## config.mk

```make
export PLATFORM = sky130hd
export DESIGN_NAME = vga_timing_generator
export DESIGN_NICKNAME = d
export VERILOG_FILES = /design/src/rtl/vga_timing_pkg.sv /design/src/rtl/vga_pixel_tick_gen.sv /design/src/rtl/vga_timing_generator.sv
export SDC_FILE = /design/constraint.sdc
export NUM_CORES = 1
export LEC_CHECK = 0
export ABC_AREA = 0
export CAP_MARGIN = 25
export CORE_MARGIN = 1.5
export CORE_UTILIZATION = 56
export DETAILED_ROUTE_END_ITERATION = 10
export PLACE_DENSITY = 0.81
export SLEW_MARGIN = 15
export SYNTH_ARGS = -nofsm -noshare
export SYNTH_HDL_FRONTEND = slang
export SYNTH_SLANG_ARGS = --single-unit
export TNS_END_PERCENT = 1
```

## constraint.sdc

```tcl
create_clock -name clk -period 5.97 [get_ports clk]
set_input_delay 1.194 -clock clk [delete_from_list [all_inputs] [get_ports clk]]
set_output_delay 1.194 -clock clk [all_outputs]
set_load 0.01 [all_outputs]
```

## src/rtl/vga_timing_pkg.sv

```systemverilog
// vga_timing_pkg: shared 640x480@60 timing defaults, count width and raster-limit helper
package vga_timing_pkg;
    localparam int COUNT_W = 12;
    localparam int HPIXEL  = 640;
    localparam int HFP     = 16;
    localparam int HSYNC   = 96;
    localparam int HBP     = 48;
    localparam int VPIXEL  = 480;
    localparam int VFP     = 10;
    localparam int VSYNC   = 2;
    localparam int VBP     = 33;

    // Total positions per line or lines per frame from the active/porch/sync widths
    function automatic int raster_limit(input int active, input int fp, input int sync, input int bp);
        return active + fp + sync + bp;
    endfunction
endpackage

```

## src/rtl/vga_pixel_tick_gen.sv

```systemverilog
// vga_pixel_tick_gen: divides clk by CLK_DIV into a one-clk pixel enable
//   clk       in  system clock
//   rst_n     in  asynchronous reset, active-low
//   tick_en   out combinational wrap of the divider; the edge it is high on registers pixelTick
//   pixelTick out registered one-clk pixel enable
module vga_pixel_tick_gen #(
    parameter int CLK_DIV = 4
) (
    input  logic clk,
    input  logic rst_n,
    output logic tick_en,
    output logic pixelTick
);
    localparam int DW = CLK_DIV > 1 ? $clog2(CLK_DIV) : 1;

    logic [DW-1:0] div_count;

    assign tick_en = div_count == DW'(CLK_DIV - 1);

    always_ff @(posedge clk or negedge rst_n) begin
        if (!rst_n) begin
            div_count <= '0;
            pixelTick <= 1'b0;
        end else begin
            div_count <= tick_en ? '0 : div_count + 1'b1;
            pixelTick <= tick_en;
        end
    end
endmodule

```

## src/rtl/vga_timing_generator.sv

```systemverilog
// vga_timing_generator: VGA raster counters, sync pulses and line/frame start pulses
//   clk        in  system clock
//   rst_n      in  asynchronous reset, active-low
//   hCount     out horizontal position 0..PIXEL_LIMIT-1
//   vCount     out vertical position 0..LINE_LIMIT-1
//   hSync      out horizontal sync, asserted level SYNC_ACTIVE
//   vSync      out vertical sync, asserted level SYNC_ACTIVE
//   pixelTick  out one-clk pixel enable
//   lineStart  out one-clk pulse when hCount wraps to 0
//   frameStart out one-clk pulse when (hCount,vCount) wraps to (0,0)
module vga_timing_generator
    import vga_timing_pkg::*;
#(
    parameter int   HPIXEL      = vga_timing_pkg::HPIXEL,
    parameter int   HFP         = vga_timing_pkg::HFP,
    parameter int   HSYNC       = vga_timing_pkg::HSYNC,
    parameter int   HBP         = vga_timing_pkg::HBP,
    parameter int   VPIXEL      = vga_timing_pkg::VPIXEL,
    parameter int   VFP         = vga_timing_pkg::VFP,
    parameter int   VSYNC       = vga_timing_pkg::VSYNC,
    parameter int   VBP         = vga_timing_pkg::VBP,
    parameter int   CLK_DIV     = 4,
    parameter logic SYNC_ACTIVE = 1'b0
) (
    input  logic               clk,
    input  logic               rst_n,
    output logic [COUNT_W-1:0] hCount,
    output logic [COUNT_W-1:0] vCount,
    output logic               hSync,
    output logic               vSync,
    output logic               pixelTick,
    output logic               lineStart,
    output logic               frameStart
);
    localparam int PIXEL_LIMIT = raster_limit(HPIXEL, HFP, HSYNC, HBP);
    localparam int LINE_LIMIT  = raster_limit(VPIXEL, VFP, VSYNC, VBP);

    if (PIXEL_LIMIT > 4096 || LINE_LIMIT > 4096) begin : g_limit_check
        $error("vga_timing_generator: raster limits exceed 12-bit counters");
    end
    if (CLK_DIV < 1) begin : g_div_check
        $error("vga_timing_generator: CLK_DIV must be at least 1");
    end

    logic               tick_en;
    logic               h_wrap;
    logic               v_wrap;
    logic [COUNT_W-1:0] h_next;
    logic [COUNT_W-1:0] v_next;
    logic               hs_on;
    logic               vs_on;

    vga_pixel_tick_gen #(.CLK_DIV(CLK_DIV)) u_tick (
        .clk      (clk),
        .rst_n    (rst_n),
        .tick_en  (tick_en),
        .pixelTick(pixelTick)
    );

    // Syncs are decoded from the next-state counts so the registered syncs line up with the counts
    always_comb begin
        h_wrap = hCount == COUNT_W'(PIXEL_LIMIT - 1);
        v_wrap = vCount == COUNT_W'(LINE_LIMIT - 1);
        h_next = tick_en ? (h_wrap ? '0 : hCount + 1'b1) : hCount;
        v_next = (tick_en && h_wrap) ? (v_wrap ? '0 : vCount + 1'b1) : vCount;
        hs_on  = h_next >= COUNT_W'(HPIXEL + HFP) && h_next < COUNT_W'(HPIXEL + HFP + HSYNC);
        vs_on  = v_next >= COUNT_W'(VPIXEL + VFP) && v_next < COUNT_W'(VPIXEL + VFP + VSYNC);
    end

    always_ff @(posedge clk or negedge rst_n) begin
        if (!rst_n) begin
            hCount     <= '0;
            vCount     <= '0;
            hSync      <= ~SYNC_ACTIVE;
            vSync      <= ~SYNC_ACTIVE;
            lineStart  <= 1'b0;
            frameStart <= 1'b0;
        end else begin
            hCount     <= h_next;
            vCount     <= v_next;
            hSync      <= hs_on ? SYNC_ACTIVE : ~SYNC_ACTIVE;
            vSync      <= vs_on ? SYNC_ACTIVE : ~SYNC_ACTIVE;
            lineStart  <= tick_en && h_wrap;
            frameStart <= tick_en && h_wrap && v_wrap;
        end
    end
endmodule

```

Word-level counts from Yosys, hierarchy flattened
Index checks and enable logic that the tools add are counted.
{"block": "classes", "n_mux": 7, "order_cmp": 4, "n_mul": 0, "addsub": 3, "reduce_logical": 4, "div": 0, "shift": 0, "bitwise": 0, "eq_ne": 3}
{"op": "$mux 12", "count": 4}
{"op": "$add 12x1->12 const B", "count": 2}
{"op": "$eq 12x10->1 const B", "count": 2}
{"op": "$ge 12x10->1 const B", "count": 1}
{"op": "$ge 12x9->1 const B", "count": 1}
{"op": "$lt 12x10->1 const B", "count": 1}
{"op": "$lt 12x9->1 const B", "count": 1}
{"op": "$logic_and 1x1->1", "count": 4}
{"op": "$add 2x1->2 const B", "count": 1}
{"op": "$eq 2x2->1 const B", "count": 1}
{"op": "$mux 1", "count": 2}
{"op": "$mux 2", "count": 1}
{"block": "totals", "memories": 0, "reg_bits": 31, "mem_bits_ro": 0, "ram_bits": 0, "word_cells": 29, "latchBits": 0}

Depth between registers and ports, before layout
Gate-level depths: netlist of run 1.
{"block": "depth", "ltp_word": 6, "depth_mapped": 8, "depth_no_buf": 8}

Modules after synthesis
Synthesis of run 1 repeated with hierarchy kept, for this count alone.
{"block": "unflattened", "cells_unflattened": 177, "area_unflattened_um2": 1704.1}
{"mod": "vga_timing_generator", "instances": 1, "area_per_inst_um2": 1612.8, "cells_each": 172}
{"mod": "vga_pixel_tick_gen", "instances": 1, "area_per_inst_um2": 91.3, "cells_each": 5}

Least setup slack after synthesis of run 1
OpenSTA, ideal clock, no wires.
{"block": "synth_path", "kind": "reg-to-reg", "startpoint": "reg vCount[0]", "endpoint": "reg vSync", "path_buffers": 0, "arrival_time_ns": 2.003, "stages_incl_launch_ff": 8, "synth_period_minus_slack_ns": 2.091, "setup_slack_ns": 3.879, "path_cell_list": "dfrtp_1 ha_1 nand3_1 or2_2 nor3_2 xor2_1 o2111ai_1 or3_1"}
{"block": "synth_between", "elab_chain_cells": 6}
{"element": "start, declared", "line": "vga_timing_generator.sv:28", "text": "output logic [COUNT_W-1:0] vCount,"}
{"element": "start signal, assigned", "line": "vga_timing_generator.sv:80", "text": "vCount <= v_next;"}
{"element": "$add 12x1->12 or $eq 12x10->1 (tied branches)", "line": "vga_timing_generator.sv:65, vga_timing_generator.sv:63"}
{"element": "$mux 12 (*) (2 in series)", "line": "vga_timing_generator.sv:65", "text": "v_next = (tick_en && h_wrap) ? (v_wrap ? '0 : vCount + 1'b1) : vCount;"}
{"element": "net v_next[8]", "line": "vga_timing_generator.sv:49", "text": "logic [COUNT_W-1:0] v_next;"}
{"element": "$ge 12x9->1 or $lt 12x9->1 (tied branches)", "line": "vga_timing_generator.sv:67", "text": "vs_on = v_next >= COUNT_W'(VPIXEL + VFP) && v_next < COUNT_W'(VPIXEL + VFP + VSYNC);"}
{"element": "$logic_and 1x1->1 (*)", "line": "vga_timing_generator.sv:67"}
{"element": "$mux 1 (*)", "line": "vga_timing_generator.sv:82", "text": "vSync <= vs_on ? SYNC_ACTIVE : ~SYNC_ACTIVE;"}
{"element": "end signal, assigned", "line": "vga_timing_generator.sv:75", "text": "vSync <= ~SYNC_ACTIVE;"}
{"element": "end signal, assigned", "line": "vga_timing_generator.sv:82"}
{"element": "end, declared", "line": "vga_timing_generator.sv:30", "text": "output logic vSync,"}
Mark *: on every way through the listed nets, which the timed path passes. The rest lies on a longest branch.

Worst setup path in the final report of run 1
{"block": "layout_path", "startpoint": "reg vCount[2]", "endpoint": "out vCount[2]"}
No word-level cell between the ends.

==> reports/qor.yml, run 1 <==
wl_per_cell_um: 15.2
grt.overflow.total: 0
insertion_delay_ns: 0.33
hold_depth: 1
cts.clk_slew.worst_paths_ns: 0.10
clkSinkCount: 31
async_flop_share: 1.00
syn_inst: 179
routabilityCongestion: 0.912
fp.dieArea_mm2: 0.00344
end_kind: "primary output"
yosysMostFrequentCell: "dfrtp_1"
slew_headroom: 0.388
ant_nets: 0
cts_buffer_depth: 2
fmax_mhz: 367
period_share: 0.456
timing_worst_setup_path_type: "register to primary output"
cts_tree: "built"
port_buffers: 30
synthFlopType: "dfrtp_1"
syn_area_per_cell_um2: 9.69
die_h_um: 58.7
critPathMaxStageDelay_ns: 0.61
cts.htree.levels: 2
hold_viol_final: 0
min_from: "u_tick.div_count[0]$_DFF_PN0_"
cts.repair.resized: 0
critPathMaxFanout: 13
fillers: 232
fin_setup_tns_ns: 0
post_cts_buffers: 0
crit_buf_inv: 1
tightest_slew_ns: 0.910
first_iter_violations: 59
fin_crit_ns: 2.72
reg2reg_from: "vCount[1]$_DFF_PN0_"
arrival_ns: 1.53
cap_violations: 0
whs_endpoint: "u_tick.div_count[0]$_DFF_PN0_"
synthDistinctLibCells: 48
vias: 1497
drt_first_pass_iters: 4
num_rows: 20
ys_ff_latch: 31
routed_wl_um: 3660
cellPowerDensity_mw_per_mm2: 164
synth_top_cell_area_share: 0.418
yosys_warnings: 0
grt_first_pass_wirelength_um: 6240
diodes: 0
io_pins: 31
place_ws_ns: 3.60
cts-buffers-inserted: 5
cp-start-kind: "register"
cp_slowest_cell: "clkdlybuf4s50_1"
p_leak_uw: 0.000829
antenna_found_initial: 0
remaining_drc_errors: 0
dp_hpwl_um: 2570
critPathTopFamily: "buffers and inverters"
setup_violations: 0
grt_pass1_vias: 1370
slew_viol_final: 0
core_area_mm2: 0.00300
rr_worst_depth: 7
path_cells: "clkdlybuf4s50_1"
skew_ns: 0.0111
setup_ws_ns: 3.25
grt.total_usage: 0.238
layout.cells.non_filler: 241
finalNetCount: 213
syn_nets: 185
start_util: 0.577
grt_max_degree: 32
synth-seq-area-share: 0.449
crit_start: "vCount[2]$_DFF_PN0_"
synth_edf_count: 0
synth_area_leaders: "dfrtp_1, o21ai_0, xnor2_1, nand4_1, dfstp_2"
die_w_um: 58.7
peakVddDrop_mv: 0.128
drive_above_1_share: 0.111
dp.cells: 233
required_ns: 4.78
root_buffer: "clkbuf_4"
syn_area_mm2: 0.00173
outcome: "completed"
r2r-end: "vSync$_DFF_PN1_"
synthTopCellsByCount: "dfrtp_1, o21ai_0, nand2_1, nor2_1, nand3_1"
synth_top_cell_by_area: "dfrtp_1"
cts-hold-fix-buffers: 0
r2r_setup_slack_ns: 3.52
area_growth_pct: 20.9
via_per_inst: 6.21
hp-class: "register to register"
rsz0062_at_grt: "false"
-- stage by stage --
stage	utilization	cell area (µm²)	hold WS (ns)	power, µW
after floorplan	-	1730	0.403	214
after global placement	0.678	2040	0.413	219
after detailed placement	0.678	2040	0.420	219
after CTS	0.698	2100	0.435	348
after global routing	0.698	2100	0.479	357
final	0.698	2100	0.430	344
-- registers in the layout, summed over array words and instances, names as in the netlist --
name,cells
lineStart,1
u_tick.div_count,2
hSync,1
vSync,1
u_tick.pixelTick,1
frameStart,1
hCount,12
vCount,12
-- power by group --
part,switching [µW],leakage (µW),internal [µW]
clock,72.2,0.0000353,57.0
combinational,3.84,0.000382,0.998
sequential,0,0.000412,210
total,76.0,0.000829,268
-- cell type report --
cell class                 instances  area (µm²)  area share
clock buffer                       7        55.1      0.0263
clock inverter                     1        5.00     0.00239
inverter                           7        26.3      0.0125
multi-input combinational        131         883       0.421
sequential                        31         778       0.371
tap                               33        41.3      0.0197
timing repair buffer              31         308       0.147
-- how the worst max path moves through the flow --
stage | to | depth (start not counted)
global route | vCount[2] | 1
finish | vCount[2] | 1
global placement | vSync$_DFF_PN1_ | 7
CTS | vCount[2] | 1
detailed placement | vSync$_DFF_PN1_ | 7
floorplan | vSync$_DFF_PN1_ | 7
-- layout by cell type, fill, tap and decap left out, types with 6 or more instances in the layout --
master and instances:
clkdlybuf4s50_1 30, dfrtp_1 29, o21ai_0 15, nand2_1 11
nor2_1 11, nand3_1 10, nand4_1 9, xnor2_1 8
o31ai_1 6, inv_1 6, a21oi_1 6
-- logic make-up (layout without fill, tap and decap cells) --
family | after synthesis | in the layout | synth area share
xor+xnor | 13 | 13 | 0.0657
simple gates | 74 | 74 | 0.271
fa+ha+maj | 4 | 4 | 0.0289
compound gates | 40 | 40 | 0.144
buf+inv | 17 | 46 | 0.0418
flops | 31 | 31 | 0.449
-- routing by layer --
metal,track usage,up-vias,share of wire
met5,0,-,0
met3,0.0549,7,0.059
met1,0.344,719,0.48
met4,0.123,0,0.019
met2,0.332,57,0.44
li1,-,714,-
Power figures use the tool's default switching activity.
==> run 2, diff against run 1 <==
--- a/config.mk
+++ b/config.mk
@@ -8,9 +8,9 @@
 export ABC_AREA = 0
 export CAP_MARGIN = 25
 export CORE_MARGIN = 1.5
-export CORE_UTILIZATION = 56
+export CORE_UTILIZATION = 52
 export DETAILED_ROUTE_END_ITERATION = 10
-export PLACE_DENSITY = 0.81
+export PLACE_DENSITY = 0.76
 export SLEW_MARGIN = 15
 export SYNTH_ARGS = -nofsm -noshare
 export SYNTH_HDL_FRONTEND = slang
==> constraint.sdc (replaced) <==
create_clock -name clk -period 2.7 [get_ports clk]
set_input_delay 0.54 -clock clk [delete_from_list [all_inputs] [get_ports clk]]
set_output_delay 0.54 -clock clk [all_outputs]
set_load 0.01 [all_outputs]
==> reports/qor.yml, run 2 (same netlist as run 1, synthesis figures left out) <==
outcome: "completed"
dp_hpwl_um: 2620  # +1.8%
area_growth_pct: 22.6
cap_violations: 0  # unchanged
rsz0062_at_grt: "false"
diodes: 0  # unchanged
antenna_found_initial: 0  # unchanged
end_kind: "register"
p_int_uw: 592  # +120%
routed_wl_um: 3740  # +2.4%
grt_pass1_vias: 1287  # -6.1%
tightest_slew_ns: 0.900  # -0.0103 ns
slew_headroom: 0.395  # +0.00689
skew_ns: 0.0123  # +0.00122 ns
setup_violations: 0  # unchanged
cts.repair.resized: 0  # unchanged
cts_buffer_depth: 2  # unchanged
fillers: 269  # +16%
slew_viol_final: 0  # unchanged
grt_max_degree: 32  # unchanged
io_pins: 31  # unchanged
swShare: 0.221  # about the same
fin_crit_ns: 2.46
vias: 1472  # -1.7%
peakVddDrop_mv: 0.227  # +77%
insertion_delay_ns: 0.34  # about the same
top_regs: "hCount: 12 flops, vCount: 12 flops, u_tick.div_count: 2 flops"
path_cells: "ha_1 > and2_1 > nand4_4 > clkinv_1 > o211ai_1 > o2111ai_1 > or3_1"
crit_buf_inv: 1  # unchanged
remaining_drc_errors: 0  # unchanged
port_buffers: 30  # unchanged
critPathMaxStageDelay_ns: 0.45  # -0.16 ns
finalNetCount: 215  # +0.94%
die_h_um: 60.8  # +3.6%
wl_per_cell_um: 14.7  # -2.8%
post_cts_buffers: 0  # unchanged
grt_first_pass_wirelength_um: 6120  # -1.9%
die_w_um: 60.8  # +3.6%
hold_depth: 1  # unchanged
cts_tree: "built"
power_switching_uw: 168  # +120%
p_comb_frac: 0.014  # about the same
clkPwrFrac: 0.375  # about the same
rr_worst_depth: 7  # unchanged
cts.clk_slew.worst_paths_ns: 0.10  # about the same
p_leak_uw: 0.000840  # +1.3%
via_per_inst: 5.80  # -6.7%
hp-class: "register to register"
cts.htree.levels: 2  # unchanged
ant_nets: 0  # unchanged
min_from: "u_tick.div_count[0]$_DFF_PN0_"
grt.total_usage: 0.228  # -0.0103
core_area_mm2: 0.00310  # +3.3%
placed_cell_area_mm2: 0.00207  # +1.4%
cts-buffers-inserted: 5  # unchanged
fin_setup_tns_ns: 0  # unchanged
whs_endpoint: "u_tick.div_count[0]$_DFF_PN0_"
cp_slowest_cell: "clkinv_1"
critPathMaxFanout: 19  # +6
clkSinkCount: 31  # unchanged
cp-start-kind: "register"
seq_area_um2: 778  # unchanged
seqPwrFrac: 0.610  # about the same
timing_worst_setup_path_type: "register to register"
root_buffer: "clkbuf_4"
r2r-end: "vSync$_DFF_PN1_"
cts-hold-fix-buffers: 0  # unchanged
first_iter_violations: 68  # +15%
grt.overflow.total: 0  # unchanged
final_cell_mix: "clkdlybuf4s50_1, dfrtp_1, o21ai_0"
multi_input_area_um2: 883  # unchanged
num_rows: 20  # unchanged
fin_util: 0.685  # -0.0133
cellPowerDensity_mw_per_mm2: 358  # +120%
stdcell_area_mm2: 0.00213  # +1.4%
drive_above_1_share: 0.119  # +0.00847
drt_first_pass_iters: 4  # unchanged
r2r_setup_slack_ns: 0.24  # -3.28 ns
start_util: 0.559  # -0.0186
hold_viol_final: 0  # unchanged
period_share: 0.912
critPathTopFamily: "simple AND/OR/NAND/NOR gates"
required_ns: 2.96  # -1.82 ns
fmax_mhz: 406
arrival_ns: 2.72  # +1.19 ns
reg2reg_from: "u_tick.div_count[0]$_DFF_PN0_"
fp.dieArea_mm2: 0.00369  # +7.3%
mostFrequentLayoutCell: "clkdlybuf4s50_1"
routabilityCongestion: 0.909  # -0.27%
## run 2: changes by cell type in the layout (fill, tap and decap cells not counted), sizes merged
cell,previous run,this run
buf,1,3
## run 2: through the flow
stage / hold slack, ns / instances / setup WS, ns / power (µW)
after floorplan: 0.244 / 179 / 0.609 / 473
after global placement: 0.414 / 246 / 0.368 / 484
after detailed placement: 0.421 / 246 / 0.300 / 485
after CTS: 0.436 / 254 / 0.258 / 771
after global routing: 0.468 / 254 / 0.115 / 786
final: 0.430 / 254 / 0.236 / 760
## run 2: layout make-up
cell class                      count  share of cell area
Inverter                            7              0.0124
Multi-Input combinational cell    131               0.416
Timing Repair Buffer               33               0.152
Clock inverter                      1             0.00235
Clock buffer                        7              0.0259
Tap cell                           44              0.0259
Sequential cell                    31               0.366
## run 2: power groups by stage
stage / Combinational [µW] / Clock, µW / Sequential [µW]
finish: 10.9 / 285 / 464
global route: 13.0 / 309 / 464
CTS: 11.8 / 295 / 464
detailed placement: 11.9 / 0 / 473
global placement: 11.2 / 0 / 473
floorplan: 0.000303 / 0 / 473
## run 2: worst max path at each step
stage / from / endpoint / cells after the start / slack [ns]
after CTS: u_tick.div_count[0]$_DFF_PN0_ / vSync$_DFF_PN1_ / 7 / 0.26
after global placement: u_tick.div_count[0]$_DFF_PN0_ / vSync$_DFF_PN1_ / 7 / 0.37
after global routing: u_tick.div_count[0]$_DFF_PN0_ / vSync$_DFF_PN1_ / 7 / 0.12
after floorplan: vCount[0]$_DFF_PN0_ / vSync$_DFF_PN1_ / 7 / 0.61
after detailed placement: u_tick.div_count[0]$_DFF_PN0_ / vSync$_DFF_PN1_ / 7 / 0.30
final: u_tick.div_count[0]$_DFF_PN0_ / vSync$_DFF_PN1_ / 7 / 0.24
## run 2: per-layer routing
metal / up-vias / share of wire / wire, µm / track usage
li1: 717 / - / - / -
met4: 0 / 0.016 / 60 / 0.0745
met5: - / 0 / 0 / 0
met3: 9 / 0.068 / 253 / 0.0640
met1: 687 / 0.49 / 1830 / 0.342
met2: 59 / 0.43 / 1600 / 0.316
